`src/rtl/mult_ctrl_pkg.sv`:
```
// Shared types and width helpers for the shift-add multiplier sequencer.
// Signed operation is selected by the MULT_SIGNED_EN macro (see the datapath and top).
package mult_ctrl_pkg;

    typedef enum logic [1:0] {
        IDLE = 2'd0,
        LOAD = 2'd1,
        RUN  = 2'd2,
        DONE = 2'd3
    } mult_state_e;

    localparam int DEFAULT_DW = 16;

    function automatic int prod_w(input int dw);
        return 2 * dw;
    endfunction

    function automatic int cnt_w(input int dw);
        return (dw > 1) ? $clog2(dw) : 1;
    endfunction

endpackage

```
`src/rtl/shift_add_mult_ctrl_if.sv`:
```
// Operand/result bundle for the shift-add multiplier. Handshakes: an operand pair is taken
// when start=1 in IDLE (busy=0); a product transfers on a cycle with product_valid && product_ready.
interface shift_add_mult_ctrl_if #(
    parameter int DATA_WIDTH = mult_ctrl_pkg::DEFAULT_DW
);
    localparam int PROD_W = mult_ctrl_pkg::prod_w(DATA_WIDTH);
    localparam int CW     = mult_ctrl_pkg::cnt_w(DATA_WIDTH);

    logic                     start;
    logic [DATA_WIDTH-1:0]    multiplicand;
    logic [DATA_WIDTH-1:0]    multiplier;
    logic                     abort;
    logic                     busy;
    logic [CW-1:0]            pp_count;
    logic [PROD_W-1:0]        product;
    logic                     product_valid;
    logic                     product_ready;
    mult_ctrl_pkg::mult_state_e state;

    modport slave (
        input  start, multiplicand, multiplier, abort, product_ready,
        output busy, pp_count, product, product_valid, state
    );

    modport master (
        output start, multiplicand, multiplier, abort, product_ready,
        input  busy, pp_count, product, product_valid, state
    );
endinterface

```
`src/rtl/shift_add_mult_ctrl_datapath.sv`:
```
// Accumulator with shifted add/subtract of one partial product per enabled cycle.
// MULT_SIGNED_EN selects sign extension of the partial product.
module mult_pp_datapath
    import mult_ctrl_pkg::*;
#(
    parameter int DATA_WIDTH = DEFAULT_DW,
    localparam int PW = prod_w(DATA_WIDTH),
    localparam int CW = cnt_w(DATA_WIDTH)
) (
    input  logic                  clk,
    input  logic                  reset,
    input  logic                  clear,
    input  logic                  en,
    input  logic                  sub,
    input  logic [CW-1:0]         shamt,
    input  logic [DATA_WIDTH-1:0] pp,
    output logic [PW-1:0]         acc,
    output logic [PW-1:0]         acc_next
);
    logic [PW-1:0] ext;
    logic [PW-1:0] shifted;

`ifdef MULT_SIGNED_EN
    assign ext = {{DATA_WIDTH{pp[DATA_WIDTH-1]}}, pp};
`else
    assign ext = {{DATA_WIDTH{1'b0}}, pp};
`endif

    assign shifted  = ext << shamt;
    assign acc_next = sub ? (acc - shifted) : (acc + shifted);

    always_ff @(posedge clk or posedge reset) begin
        if (reset) begin
            acc <= '0;
        end else if (clear) begin
            acc <= '0;
        end else if (en) begin
            acc <= acc_next;
        end
    end
endmodule

```
`src/rtl/shift_add_mult_ctrl.sv`:
```
// Sequencer for the iterative shift-add multiplier: FSM, iteration counter, operand and
// product registers. MULT_SIGNED_EN makes the last iteration subtract (two's complement).
module shift_add_mult_ctrl
    import mult_ctrl_pkg::*;
#(
    parameter int DATA_WIDTH = DEFAULT_DW
) (
    input logic                 clk,
    input logic                 reset,
    shift_add_mult_ctrl_if.slave bus
);
    localparam int PW = prod_w(DATA_WIDTH);
    localparam int CW = cnt_w(DATA_WIDTH);

    mult_state_e state, state_next;
    logic [DATA_WIDTH-1:0] op_a, op_b;
    logic [CW-1:0]         cnt;
    logic [PW-1:0]         product_q, acc, acc_next;
    logic                  last_iter;
    logic                  accept;
    logic                  sub;
    logic [DATA_WIDTH-1:0] pp;

    assign accept    = (state == IDLE) && bus.start && !bus.abort;
    assign last_iter = (state == RUN) && (cnt == CW'(DATA_WIDTH - 1));
    assign pp        = op_b[cnt] ? op_a : '0;

`ifdef MULT_SIGNED_EN
    assign sub = last_iter;
`else
    assign sub = 1'b0;
`endif

    always_comb begin
        state_next = state;
        case (state)
            IDLE: if (accept) state_next = LOAD;
            LOAD: state_next = RUN;
            RUN:  if (last_iter) state_next = DONE;
            DONE: if (bus.product_ready) state_next = IDLE;
            default: state_next = IDLE;
        endcase
        // Cancel wins over every other transition once an operation is in flight.
        if (bus.abort && state != IDLE) state_next = IDLE;
    end

    always_ff @(posedge clk or posedge reset) begin
        if (reset) begin
            state     <= IDLE;
            op_a      <= '0;
            op_b      <= '0;
            cnt       <= '0;
            product_q <= '0;
        end else begin
            state <= state_next;
            if (accept) begin
                op_a <= bus.multiplicand;
                op_b <= bus.multiplier;
            end
            if (bus.abort || state == LOAD || last_iter) begin
                cnt <= '0;
            end else if (state == RUN) begin
                cnt <= cnt + CW'(1);
            end
            // The final partial product is folded in here so DONE shows the full result at once.
            if (last_iter && !bus.abort) begin
                product_q <= acc_next;
            end
        end
    end

    mult_pp_datapath #(.DATA_WIDTH(DATA_WIDTH)) u_datapath (
        .clk      (clk),
        .reset    (reset),
        .clear    (state == LOAD),
        .en       (state == RUN),
        .sub      (sub),
        .shamt    (cnt),
        .pp       (pp),
        .acc      (acc),
        .acc_next (acc_next)
    );

    assign bus.busy          = (state != IDLE);
    assign bus.pp_count      = cnt;
    assign bus.product       = product_q;
    assign bus.product_valid = (state == DONE);
    assign bus.state         = state;
endmodule
```
`src/flat_wrapper.sv`:
```
// flat-port wrapper written by rule: the top's interface ports become plain ports
module shift_add_mult_ctrl_flat import mult_ctrl_pkg::*;
#(
    parameter int DATA_WIDTH = DEFAULT_DW
)
  (clk, reset, bus_start, bus_multiplicand, bus_multiplier, bus_abort, bus_product_ready, bus_busy, bus_pp_count, bus_product, bus_product_valid, bus_state);
  shift_add_mult_ctrl_if #(.DATA_WIDTH(DATA_WIDTH)) bus_i ();
  input logic clk;
  input logic reset;
  input wire logic [$bits(bus_i.start)-1:0] bus_start;
  input wire logic [$bits(bus_i.multiplicand)-1:0] bus_multiplicand;
  input wire logic [$bits(bus_i.multiplier)-1:0] bus_multiplier;
  input wire logic [$bits(bus_i.abort)-1:0] bus_abort;
  input wire logic [$bits(bus_i.product_ready)-1:0] bus_product_ready;
  output wire logic [$bits(bus_i.busy)-1:0] bus_busy;
  output wire logic [$bits(bus_i.pp_count)-1:0] bus_pp_count;
  output wire logic [$bits(bus_i.product)-1:0] bus_product;
  output wire logic [$bits(bus_i.product_valid)-1:0] bus_product_valid;
  output wire logic [$bits(bus_i.state)-1:0] bus_state;
  assign bus_i.start = bus_start;
  assign bus_i.multiplicand = bus_multiplicand;
  assign bus_i.multiplier = bus_multiplier;
  assign bus_i.abort = bus_abort;
  assign bus_i.product_ready = bus_product_ready;
  assign bus_busy = bus_i.busy;
  assign bus_pp_count = bus_i.pp_count;
  assign bus_product = bus_i.product;
  assign bus_product_valid = bus_i.product_valid;
  assign bus_state = bus_i.state;
  shift_add_mult_ctrl #(.DATA_WIDTH(DATA_WIDTH)) u_core (.clk(clk), .reset(reset), .bus(bus_i));
endmodule
```
`config.mk`:
```
export PLATFORM = sky130hd
export DESIGN_NAME = shift_add_mult_ctrl_flat
export DESIGN_NICKNAME = d
export VERILOG_FILES = /design/src/rtl/mult_ctrl_pkg.sv /design/src/rtl/shift_add_mult_ctrl_if.sv /design/src/rtl/shift_add_mult_ctrl_datapath.sv /design/src/rtl/shift_add_mult_ctrl.sv /design/src/flat_wrapper.sv
export SDC_FILE = /design/constraint.sdc
export NUM_CORES = 1
export LEC_CHECK = 0
export CAP_MARGIN = 30
export CORE_MARGIN = 1
export CORE_UTILIZATION = 53
export CTS_BUF_LIST = sky130_fd_sc_hd__clkbuf_4 sky130_fd_sc_hd__clkbuf_8
export DETAILED_ROUTE_END_ITERATION = 10
export PLACE_DENSITY = 0.79
export SETUP_SLACK_MARGIN = 0.05
export SLEW_MARGIN = 15
export SYNTH_ARGS = -nofsm -noshare
export SYNTH_HDL_FRONTEND = slang
export SYNTH_SLANG_ARGS = --single-unit
```
`constraint.sdc`:
```
create_clock -name clk -period 4.09 [get_ports clk]
set_clock_uncertainty 0.05 [all_clocks]
set_input_delay 0.818 -clock clk [delete_from_list [all_inputs] [get_ports clk]]
set_output_delay 0.818 -clock clk [all_outputs]
set_load 0.03 [all_outputs]
```
==> reports/results.ini, run 1 <==
[run_status]
status = finished, violations left
violations = negative setup slack

[power]
switching_share_pct = 44.1
p_clk_share_pct = 12.4
leakage_nw = 3.60
combPwrFrac_pct = 58.1
seq_power_share_pct = 29.5
p_sw_mw = 2.20
p_per_area_nw_per_um2 = 613
p_int_mw = 2.80
ir_worst_vdd_uv = 391

[floorplanning]
num_io_pins = 77
initial_core_util_pct = 55.5
die_y_um = 113
dieArea_um2 = 12700
row_count = 39
die_x_um = 113
fp.coreArea_um2 = 11700

[synth]
synth_top_family_by_area = compound AO/OA/AOI/OAI gates
synth_edf_count = 0
synthAdderAreaFrac_pct = 7.46
syn_area_um2 = 6470
ys_ff_latch = 102
synthCells = 680
syn_nets = 755
synth_simple_gate_area_share_pct = 13.3
ys.flop_type = dfrtp_1
synthMuxAreaShare_pct = 13.1
synth_xor_area_share_pct = 3.79
synth_seq_area_share_pct = 39.4
synth.distinct_cells = 64
synthArstFlopShare_pct = 100
postSynthAreaPerCell_um2 = 9.52
ys_warn_count = 0
synth-compound-area-share_pct = 19.6

[place]
dpl.hpwl_um = 12500
portBuffers = 76
globalplace.congestion = 0.942
placed_cells = 909

[clock_network]
clock_path_buffers = 2
cts_hold_buf = 0
htree_levels = 3
ctsRootBufferMaster = clkbuf_8
clock_latency_ps = 400
numCtsBuffers = 9
cts_tree = yes
clk_pin_slew_worst_paths_ps = 110
cts_sinks = 102

[global_routing]
grt_max_degree = 57
antenna_found_initial = 0
grt_overflow = 0
grt_usage_pct = 27.0
grt_pass1_wl_um = 27000
grt_pass1_vias = 5597

[hold_path]
hp-class = flop to flop

[sta]
rsz0062_at_grt = true
finalHoldViolCount = 0
period_share_pct = 103
fin_crit_ps = 4220
timing.fmax_mhz = 237
setup_viol_count_final = 22
tightestPinTransition_ps = 914
fin_ws_ps = -125
finalMaxSlewViolations = 0
setup_tns_ps = -1560
relSlewSlack_pct = 39.1

[routing]
routed_wl_um = 16400
wl_per_cell_um = 17.5
drc_errors = 0
num_vias = 5574
postRouteAntennaNets = 0
avgViaCountPerCell = 5.96
drtPass1Iterations = 5
drtIter0Drc = 370

[setup_path]
cp-end-kind = flop
crit_path_start_kind = flop
cp_max_fo = 6
cp_data_arrival_time_ps = 4410
critPathRequiredTime_ps = 4290
path_class = flop to flop

[cells_and_area]
final_cell_mix = dfrtp_1 (101), nand2_1 (82), clkdlybuf4s50_1 (76)
drive_gt1_share_pct = 21.1
finalNetCount = 862
insertedDiodeCount = 0
final_cell_count_no_fill = 935
layout_commonest_cell = dfrtp_1
synthToLayoutAreaGrowth_pct = 26.2

[flow_run]
drv_cap = 0

timing repair:
| item | CTS | global route |
|---|---|---|
| gates resized for setup | 14 | 24 |
| buffers inserted | 4 | 5 |
| pin swaps | 6 | 5 |
| endpoints found under the setup margin | 30 | 37 |
| gates cloned | 0 | 1 |
final cells by class:
cell class | count | area [um^2]
Sequential cell | 102 | 2550
Timing Repair Buffer | 128 | 1200
Clock inverter | 7 | 63.8
Inverter | 23 | 92.6
Clock buffer | 9 | 124
Fill cell | 919 | 3500
Multi-Input combinational cell | 522 | 3940
Tap cell | 143 | 179
Timing Repair inverter | 1 | 5.00
power by group through the flow:
stage / Sequential (mW) / Clock (mW) / Combinational (mW)
floorplan: 1.47 / 0 / 1.80
global placement: 1.48 / 0 / 2.54
detailed placement: 1.49 / 0 / 2.70
CTS: 1.47 / 0.635 / 2.76
global route: 1.51 / 0.676 / 3.17
finish: 1.48 / 0.620 / 2.91
stage by stage:
stage | setup slack, ps | power, mW | hold WS (ps) | cell area (um^2) | util [%]
6_report | -125 | 5.00 | 435 | 8170 | 70.0
4_1_cts | -136 | 4.87 | 443 | 7960 | 68.3
3_5_place_dp | -169 | 4.19 | 420 | 7680 | 65.8
2_1_floorplan | -127 | 3.27 | 408 | 6510 | -
5_1_grt | -285 | 5.35 | 470 | 8170 | 70.0
3_3_place_gp | -75.1 | 4.02 | 410 | 7650 | 65.6
cells in the mapped netlist (2+ instances only):
| cell type | n | area share [%] |
|---|---|---|
| a211o_1 | 2 | 0.27 |
| a211oi_1 | 3 | 0.35 |
| a21o_1 | 12 | 1.4 |
| a21oi_1 | 37 | 2.9 |
| a31o_2 | 2 | 0.27 |
| a31oi_1 | 4 | 0.39 |
| a41oi_1 | 3 | 0.41 |
| and2_1 | 4 | 0.39 |
| and3_1 | 5 | 0.48 |
| buf_1 | 2 | 0.12 |
| clkbuf_1 | 30 | 1.7 |
| dfrtp_1 | 102 | 39 |
| ha_1 | 37 | 7.2 |
| inv_1 | 22 | 1.3 |
| mux2_2 | 45 | 7.8 |
| mux2i_1 | 23 | 3.6 |
| mux4_2 | 5 | 1.7 |
| nand2_1 | 83 | 4.8 |
| nand2b_1 | 4 | 0.39 |
| nand3_1 | 18 | 1.4 |
| nand4_1 | 2 | 0.19 |
| nor2_1 | 55 | 3.2 |
| nor2b_1 | 5 | 0.48 |
| nor3_1 | 5 | 0.39 |
| nor3b_1 | 3 | 0.35 |
| nor4_1 | 2 | 0.19 |
| o2111ai_1 | 2 | 0.27 |
| o21a_1 | 3 | 0.35 |
| o21ai_0 | 55 | 4.3 |
| o21ai_1 | 2 | 0.15 |
| o21bai_1 | 3 | 0.35 |
| o22ai_1 | 6 | 0.58 |
| o2bb2ai_1 | 26 | 3.5 |
| o31ai_1 | 8 | 0.93 |
| o32ai_1 | 2 | 0.27 |
| or3_1 | 4 | 0.39 |
| xnor2_1 | 13 | 1.8 |
| xor2_1 | 15 | 2.0 |
critical path, stage by stage, from the launching register on:
cell and delay, ps:
dfrtp_2 470, mux4_2 530, mux4_2 520, and4_1 200, ha_2 180, fa_2 370, a21o_1 200, a221o_2 390
a21oi_2 150, o22ai_2 100, or4_4 460, a41oi_4 170, xor2_2 190, o21ai_1 80
cells by family after synthesis:
logic type      count (synthesis)
fa+ha+maj                      38
simple gates                  195
buf+inv                        56
flops                         102
xor+xnor                       28
compound gates                188
mux                            73
sequential cells by signal, indices dropped and copies added, names as in the netlist:
register               count
u_core.op_a               16
u_core.bus.state           2
u_core.u_datapath.acc     32
u_core.bus.product        32
u_core.op_b               16
u_core.bus.pp_count        4
routing by layer:
layer | GRT usage (%) | up-vias | share of wire [%]
met5 | 0 | - | 0
met4 | 9.07 | 0 | 2.3
met3 | 6.16 | 41 | 5.6
met2 | 47.0 | 186 | 50
met1 | 33.2 | 2679 | 42
li1 | - | 2668 | -
final timing paths:
path	start	endpoint	slack [ps]	cells past startpoint
setup / recovery	u_core.bus.pp_count[0]$_DFFE_PP0P_	u_core.bus.product[18]$_DFFE_PP0P_	-130	13
hold / removal	u_core.bus.product[12]$_DFFE_PP0P_	u_core.bus.product[12]$_DFFE_PP0P_	440	2
setup reg to reg	u_core.bus.pp_count[0]$_DFFE_PP0P_	u_core.bus.product[18]$_DFFE_PP0P_	-130	13
hold reg to reg	u_core.bus.product[12]$_DFFE_PP0P_	u_core.bus.product[12]$_DFFE_PP0P_	440	2
max in group asynchronous	reset	u_core.u_datapath.acc[25]$_DFFE_PP0P_	2520	3
min in group asynchronous	reset	u_core.op_a[2]$_DFFE_PP0P_	790	2
Note: power is estimated with default switching activity, not from simulation.
==> run 2: changes to the inputs <==
- CAP_MARGIN: 30 -> 15
- clock period: 4.09 -> 3.85 ns (I/O delays scaled with it)
==> run 2 against run 1 <==
The run still ends with negative setup slack left. Global-route usage grew 1.6 points. Clock power is 6.8% higher. Via count increased by 3.8%. Die area stayed put. Sequential share of layout area is 1.2 points lower. Combinational power is 16% higher. Final cell count up 4.2%. Total power rose by 12%.
==> reports/results.ini, run 2 (same netlist as run 1, synthesis figures left out) <==
[setup_path]
r2r_end = u_core.u_datapath.acc[30]$_DFFE_PP0P_  ; was u_core.bus.product[18]$_DFFE_PP0P_
path_class = flop to flop  ; unchanged
cp_num_buf_inv = 0  ; unchanged
crit_path_start_kind = flop  ; unchanged
crit_top_cell = mux4_2  ; unchanged
path_delay_family = compound AO/OA/AOI/OAI gates  ; unchanged
worstSetupEndpoint = u_core.u_datapath.acc[30]$_DFFE_PP0P_  ; was u_core.bus.product[18]$_DFFE_PP0P_
critPathRequiredTime_ps = 4110  ; was 4290 ps
cp_cell_sequence = mux4_2, mux4_2, and4_1, ha_2, fa_2, a21o_1, a221o_2, a211oi_4, o211ai_2, a21oi_4, a21oi_2, o21a_1, o32ai_2  ; was mux4_2, mux4_2, and4_1, ha_2, fa_2, a21o_1, a221o_2, a21oi_2, o22ai_2, or4_4, a41oi_4, xor2_2, o21ai_1
cp_max_fo = 6  ; unchanged
slowest_delay_ps = 540  ; was 530 ps
reg2reg_from = u_core.bus.pp_count[0]$_DFFE_PP0P_  ; unchanged
cp-end-kind = flop  ; unchanged
r2r_cells = 13  ; unchanged
cp.depth = 13  ; unchanged
cp_slowest_cell = mux4_2  ; unchanged
rrSetupSlack_ps = -430  ; was -130 ps
cp_data_arrival_time_ps = 4540  ; was 4410 ps
crit_start = u_core.bus.pp_count[0]$_DFFE_PP0P_  ; unchanged

[hold_path]
hold_path_startpoint = u_core.bus.product[1]$_DFFE_PP0P_  ; was u_core.bus.product[12]$_DFFE_PP0P_
hp-class = flop to flop  ; unchanged

[sta]
timing.fmax_mhz = 234  ; was 237 MHz
period_share_pct = 111  ; was 103%
tightestPinTransition_ps = 999  ; was 914 ps
finalHoldViolCount = 0  ; unchanged
rsz0062_at_grt = true  ; unchanged
fin_crit_ps = 4280  ; was 4220 ps
setup_tns_ps = -11700  ; was -1560 ps
relSlewSlack_pct = 33.4  ; was 39.1%
finalMaxSlewViolations = 0  ; unchanged
fin_ws_ps = -431  ; was -125 ps
setup_viol_count_final = 41  ; was 22

[global_routing]
grt_max_degree = 57  ; unchanged
grt_pass1_wl_um = 28400  ; was 27000 um
grt_overflow = 0  ; unchanged
grt_usage_pct = 28.7  ; was 27.0%
antenna_found_initial = 0  ; unchanged
grt_pass1_vias = 5909  ; was 5597

[floorplanning]
num_io_pins = 77  ; unchanged
die_x_um = 113  ; unchanged
die_y_um = 113  ; unchanged
fp.coreArea_um2 = 11700  ; unchanged
initial_core_util_pct = 55.5  ; unchanged
row_count = 39  ; unchanged
dieArea_um2 = 12700  ; unchanged

[place]
portBuffers = 76  ; unchanged
place_area_um2 = 7970  ; was 7680 um^2
globalplace.congestion = 0.900  ; was 0.942
place_ws_ps = -383  ; was -169 ps
dpl.hpwl_um = 12800  ; was 12500 um

[routing]
wl_per_cell_um = 17.7  ; was 17.5 um
postRouteAntennaNets = 0  ; unchanged
avgViaCountPerCell = 5.94  ; was 5.96
drc_errors = 0  ; unchanged
drtPass1Iterations = 5  ; unchanged
num_vias = 5785  ; was 5574
routed_wl_um = 17300  ; was 16400 um
drtIter0Drc = 403  ; was 370

[clock_network]
clk_pin_slew_worst_paths_ps = 100  ; was 110 ps
htree_levels = 3  ; unchanged
ctsRootBufferMaster = clkbuf_8  ; unchanged
cts_hold_buf = 0  ; unchanged
numCtsBuffers = 9  ; unchanged
cts_tree = yes  ; unchanged
clock_path_buffers = 2  ; unchanged
clock_latency_ps = 410  ; was 400 ps
cts_sinks = 102  ; unchanged

[cells_and_area]
final_util_pct = 72.7  ; was 70.0%
stdcell_area_um2 = 8480  ; was 8170 um^2
finalNetCount = 901  ; was 862
synthToLayoutAreaGrowth_pct = 31.1  ; was 26.2%
drive_gt1_share_pct = 25.3  ; was 21.1%
layout_commonest_cell = dfrtp_1  ; unchanged
final_cell_mix = dfrtp_1 (101), buf_4 (87), nand2_1 (82)  ; was dfrtp_1 (101), nand2_1 (82), clkdlybuf4s50_1 (76)
insertedDiodeCount = 0  ; unchanged

[power]
total_power_mw = 5.59  ; was 5.00 mW
ir_worst_vdd_uv = 485  ; was 391 uV
leakage_nw = 3.82  ; was 3.60 nW
p_per_area_nw_per_um2 = 660  ; was 613 nW/um^2

[flow_run]
drv_cap = 0  ; unchanged

[run_status]
status = finished, violations left  ; unchanged
violations = negative setup slack  ; unchanged

## run 2: worst min-delay path by stage
stage | end | depth (start not counted)
finish | u_core.bus.product[1]$_DFFE_PP0P_ | 2
detailed placement | u_core.bus.product[1]$_DFFE_PP0P_ | 2
floorplan | u_core.u_datapath.acc[29]$_DFFE_PP0P_ | 2
global route | u_core.bus.product[1]$_DFFE_PP0P_ | 2
global placement | u_core.bus.product[1]$_DFFE_PP0P_ | 2
CTS | u_core.bus.product[1]$_DFFE_PP0P_ | 2
## run 2: final cells by class
class | count | area, um^2
multi-input cells | 522 | 4000
fillers | 847 | 3180
flip-flops and latches | 102 | 2550
repair buffers | 168 | 1480
well taps | 143 | 179
clock buffers | 10 | 138
inverters | 23 | 88.8
clock inverters | 6 | 45.0
## run 2: power by group
part           switching [mW]  internal, mW
Sequential              0.211          1.35
Clock                   0.405         0.257
Combinational            1.84          1.53
Total                    2.45          3.14
## run 2: stage by stage
| stage | hold slack [ps] | std cells |
|---|---|---|
| final | 436 | 974 |
| after global routing | 455 | 974 |
| after CTS | 438 | 969 |
| after detailed placement | 412 | 948 |
| after global placement | 411 | 948 |
| after floorplan | 408 | 680 |
## run 2: worst register-to-register path, cell delays in order, from the launching register on
cell	delay (ps)
dfrtp_2	470
mux4_2	540
mux4_2	510
and4_1	200
ha_2	180
fa_2	380
a21o_1	190
a221o_2	410
a211oi_4	310
o211ai_2	170
a21oi_4	250
a21oi_2	110
o21a_1	200
o32ai_2	210
## run 2: repair_timing
action                                  CTS  global route
buffers inserted                          6             9
pin swaps                                18            16
endpoints found under the setup margin   44            47
gates resized for setup                  24            29
## run 2: metal layers
layer | global-route usage [%] | up-vias | wire (um)
met1 | 35.7 | 2817 | 7450
li1 | - | 2751 | -
met5 | 0 | - | 0
met2 | 49.1 | 179 | 8630
met3 | 7.02 | 38 | 855
met4 | 9.42 | 0 | 330
==> run 3: changes to the inputs <==
- PLACE_DENSITY: 0.79 -> 0.9
==> run 3 against run 2 <==
The flow still finishes with violations (negative setup slack). Final cell count increased by 0.31%. Total power increased by 5.3%. Clock power increased by 26%. Register-to-register slack got worse by 70 ps. Design area increased by 2.4%. First-iteration DRC count increased by 17%. Non-clock buffer count increased by 3. Sequential power about the same. Combinational power increased by 3%. Wire length increased by 7.0%. Die area unchanged. Critical endpoint unchanged. Highest routed layer unchanged.
==> reports/results.ini, run 3 (same netlist as run 1, synthesis figures left out) <==
[run_status]
status = finished, violations left  ; unchanged
violations = negative setup slack  ; unchanged

[global_routing]
grt_overflow = 0  ; unchanged
grt_max_degree = 57  ; unchanged
grt_pass1_vias = 6087  ; was 5909
grt_usage_pct = 29.9  ; was 28.7%
antenna_found_initial = 0  ; unchanged
grt_pass1_wl_um = 29700  ; was 28400 um

[setup_path]
crit_top_cell = mux4_2  ; unchanged
cp_num_buf_inv = 0  ; unchanged
cp_max_fo = 6  ; unchanged
path_class = flop to flop  ; unchanged
path_delay_family = compound AO/OA/AOI/OAI gates  ; unchanged
crit_path_start_kind = flop  ; unchanged
cp_cell_sequence = mux4_2, mux4_2, and4_1, ha_2, fa_2, a21o_1, a221o_2, a211oi_4, o211ai_2, a21oi_4, a21oi_2, o21a_1, o32ai_2  ; unchanged
cp_data_arrival_time_ps = 4590  ; was 4540 ps
slowest_delay_ps = 560  ; was 540 ps
cp_slowest_cell = mux4_2  ; unchanged
cp-end-kind = flop  ; unchanged
critPathRequiredTime_ps = 4090  ; was 4110 ps

[routing]
num_vias = 5876  ; was 5785
drc_errors = 0  ; unchanged
drtPass1Iterations = 7  ; was 5
avgViaCountPerCell = 6.01  ; was 5.94
routed_wl_um = 18500  ; was 17300 um
top_layer_used = met4  ; unchanged
met3WireLength_um = 1020  ; was 855 um
drtIter0Drc = 473  ; was 403
route.met2.wl_um = 9420  ; was 8630 um
postRouteAntennaNets = 0  ; unchanged
m1WireLength_um = 7420  ; was 7450 um
wl_per_cell_um = 18.9  ; was 17.7 um

[floorplanning]
dieArea_um2 = 12700  ; unchanged
row_count = 39  ; unchanged
die_y_um = 113  ; unchanged
num_io_pins = 77  ; unchanged
initial_core_util_pct = 55.5  ; unchanged
fp.coreArea_um2 = 11700  ; unchanged
die_x_um = 113  ; unchanged

[clock_network]
htree_levels = 3  ; unchanged
cts_tree = yes  ; unchanged
clock_path_buffers = 2  ; unchanged
numCtsBuffers = 9  ; unchanged
ctsRootBufferMaster = clkbuf_8  ; unchanged
cts_hold_buf = 0  ; unchanged
cts_sinks = 102  ; unchanged
clk_pin_slew_worst_paths_ps = 100  ; about the same
clock_latency_ps = 400  ; was 410 ps

[place]
place_area_um2 = 7910  ; was 7970 um^2
dpl.hpwl_um = 13100  ; was 12800 um
portBuffers = 76  ; unchanged
globalplace.congestion = 0.933  ; was 0.900
place_ws_ps = -372  ; was -383 ps

[power]
p_per_area_nw_per_um2 = 678  ; was 660 nW/um^2
ir_worst_vdd_uv = 420  ; was 485 uV
leakage_nw = 3.91  ; was 3.82 nW

[cells_and_area]
drive_gt1_share_pct = 27.2  ; was 25.3%
stdcell_area_um2 = 8680  ; was 8480 um^2
insertedDiodeCount = 0  ; unchanged
final_cell_mix = dfrtp_1 (101), buf_4 (85), nand2_1 (82)  ; was dfrtp_1 (101), buf_4 (87), nand2_1 (82)
layout_commonest_cell = dfrtp_1  ; unchanged
fill_cells = 774  ; was 847
finalNetCount = 904  ; was 901
synthToLayoutAreaGrowth_pct = 34.2  ; was 31.1%

[sta]
setup_viol_count_final = 40  ; was 41
finalHoldViolCount = 0  ; unchanged
rsz0062_at_grt = true  ; unchanged
finalMaxSlewViolations = 0  ; unchanged
period_share_pct = 113  ; was 111%
timing.fmax_mhz = 230  ; was 234 MHz
fin_ws_ps = -496  ; was -431 ps
fin_crit_ps = 4350  ; was 4280 ps
relSlewSlack_pct = 27.9  ; was 33.4%
tightestPinTransition_ps = 1080  ; was 999 ps

[flow_run]
drv_cap = 0  ; unchanged

[hold_path]
hp-class = flop to flop  ; unchanged

run 3: cell types whose count changed in the layout (fill, tap and decap cells not counted), sizes merged:
cell    change
clkinv      -2
clkbuf      -1
buf         +3
bufinv      +3
run 3: power by group:
group,internal (mW),leakage (nW),switching [mW]
logic,1.57,2.51,1.90
registers,1.36,1.27,0.229
clock network,0.434,0.124,0.399
run 3: routing by layer:
metal | vias to the layer above | global-route usage (%)
li1 | 2752 | -
met1 | 2831 | 36.1
met2 | 238 | 51.3
met3 | 55 | 5.99
met4 | 0 | 14.5
met5 | - | 0
run 3: tightest hold or removal path, stage by stage (launching register included):
cell	delay (ps)
dfrtp_1	350
nand2_1	40
o21ai_0	60
run 3: what timing repair did:
| action | 4_1_cts | 5_1_grt |
|---|---|---|
| setup buffers | 10 | 11 |
| setup endpoints to repair | 44 | 50 |
| pin swaps | 31 | 35 |
| gates resized for setup | 44 | 40 |
run 3: worst paths after layout:
check | cells past startpoint | from | to | slack, ps
max in group asynchronous | 3 | reset | u_core.u_datapath.acc[26]$_DFFE_PP0P_ | 2290
setup reg to reg | 13 | u_core.bus.pp_count[0]$_DFFE_PP0P_ | u_core.u_datapath.acc[30]$_DFFE_PP0P_ | -500
hold reg to reg | 2 | u_core.bus.product[26]$_DFFE_PP0P_ | u_core.bus.product[26]$_DFFE_PP0P_ | 440
min in group asynchronous | 2 | reset | u_core.op_b[12]$_DFFE_PP0P_ | 770
hold / removal | 2 | u_core.bus.product[26]$_DFFE_PP0P_ | u_core.bus.product[26]$_DFFE_PP0P_ | 440
setup / recovery | 13 | u_core.bus.pp_count[0]$_DFFE_PP0P_ | u_core.u_datapath.acc[30]$_DFFE_PP0P_ | -500
run 3: metrics by stage:
stage               power, mW  std cells  setup TNS [ps]  hold slack [ps]  utilization (%)
floorplan                3.48        680           -5030              408                -
global placement         4.43        941           -5510              410             67.8
detailed placement       4.59        941           -8530              416             67.8
CTS                      5.62        967           -8650              441             72.5
global route             6.23        977          -19780              470             74.5
finish                   5.89        977          -13660              435             74.5
run 3: area by class of cell:
cell class	instances	area, um^2	area share (%)
inverter	23	88.8	1.02
multi-input combinational	522	4100	47.2
clock buffer	9	124	1.43
clock inverter	7	118	1.35
sequential	102	2550	29.4
tap	143	179	2.06
timing repair buffer	171	1520	17.5
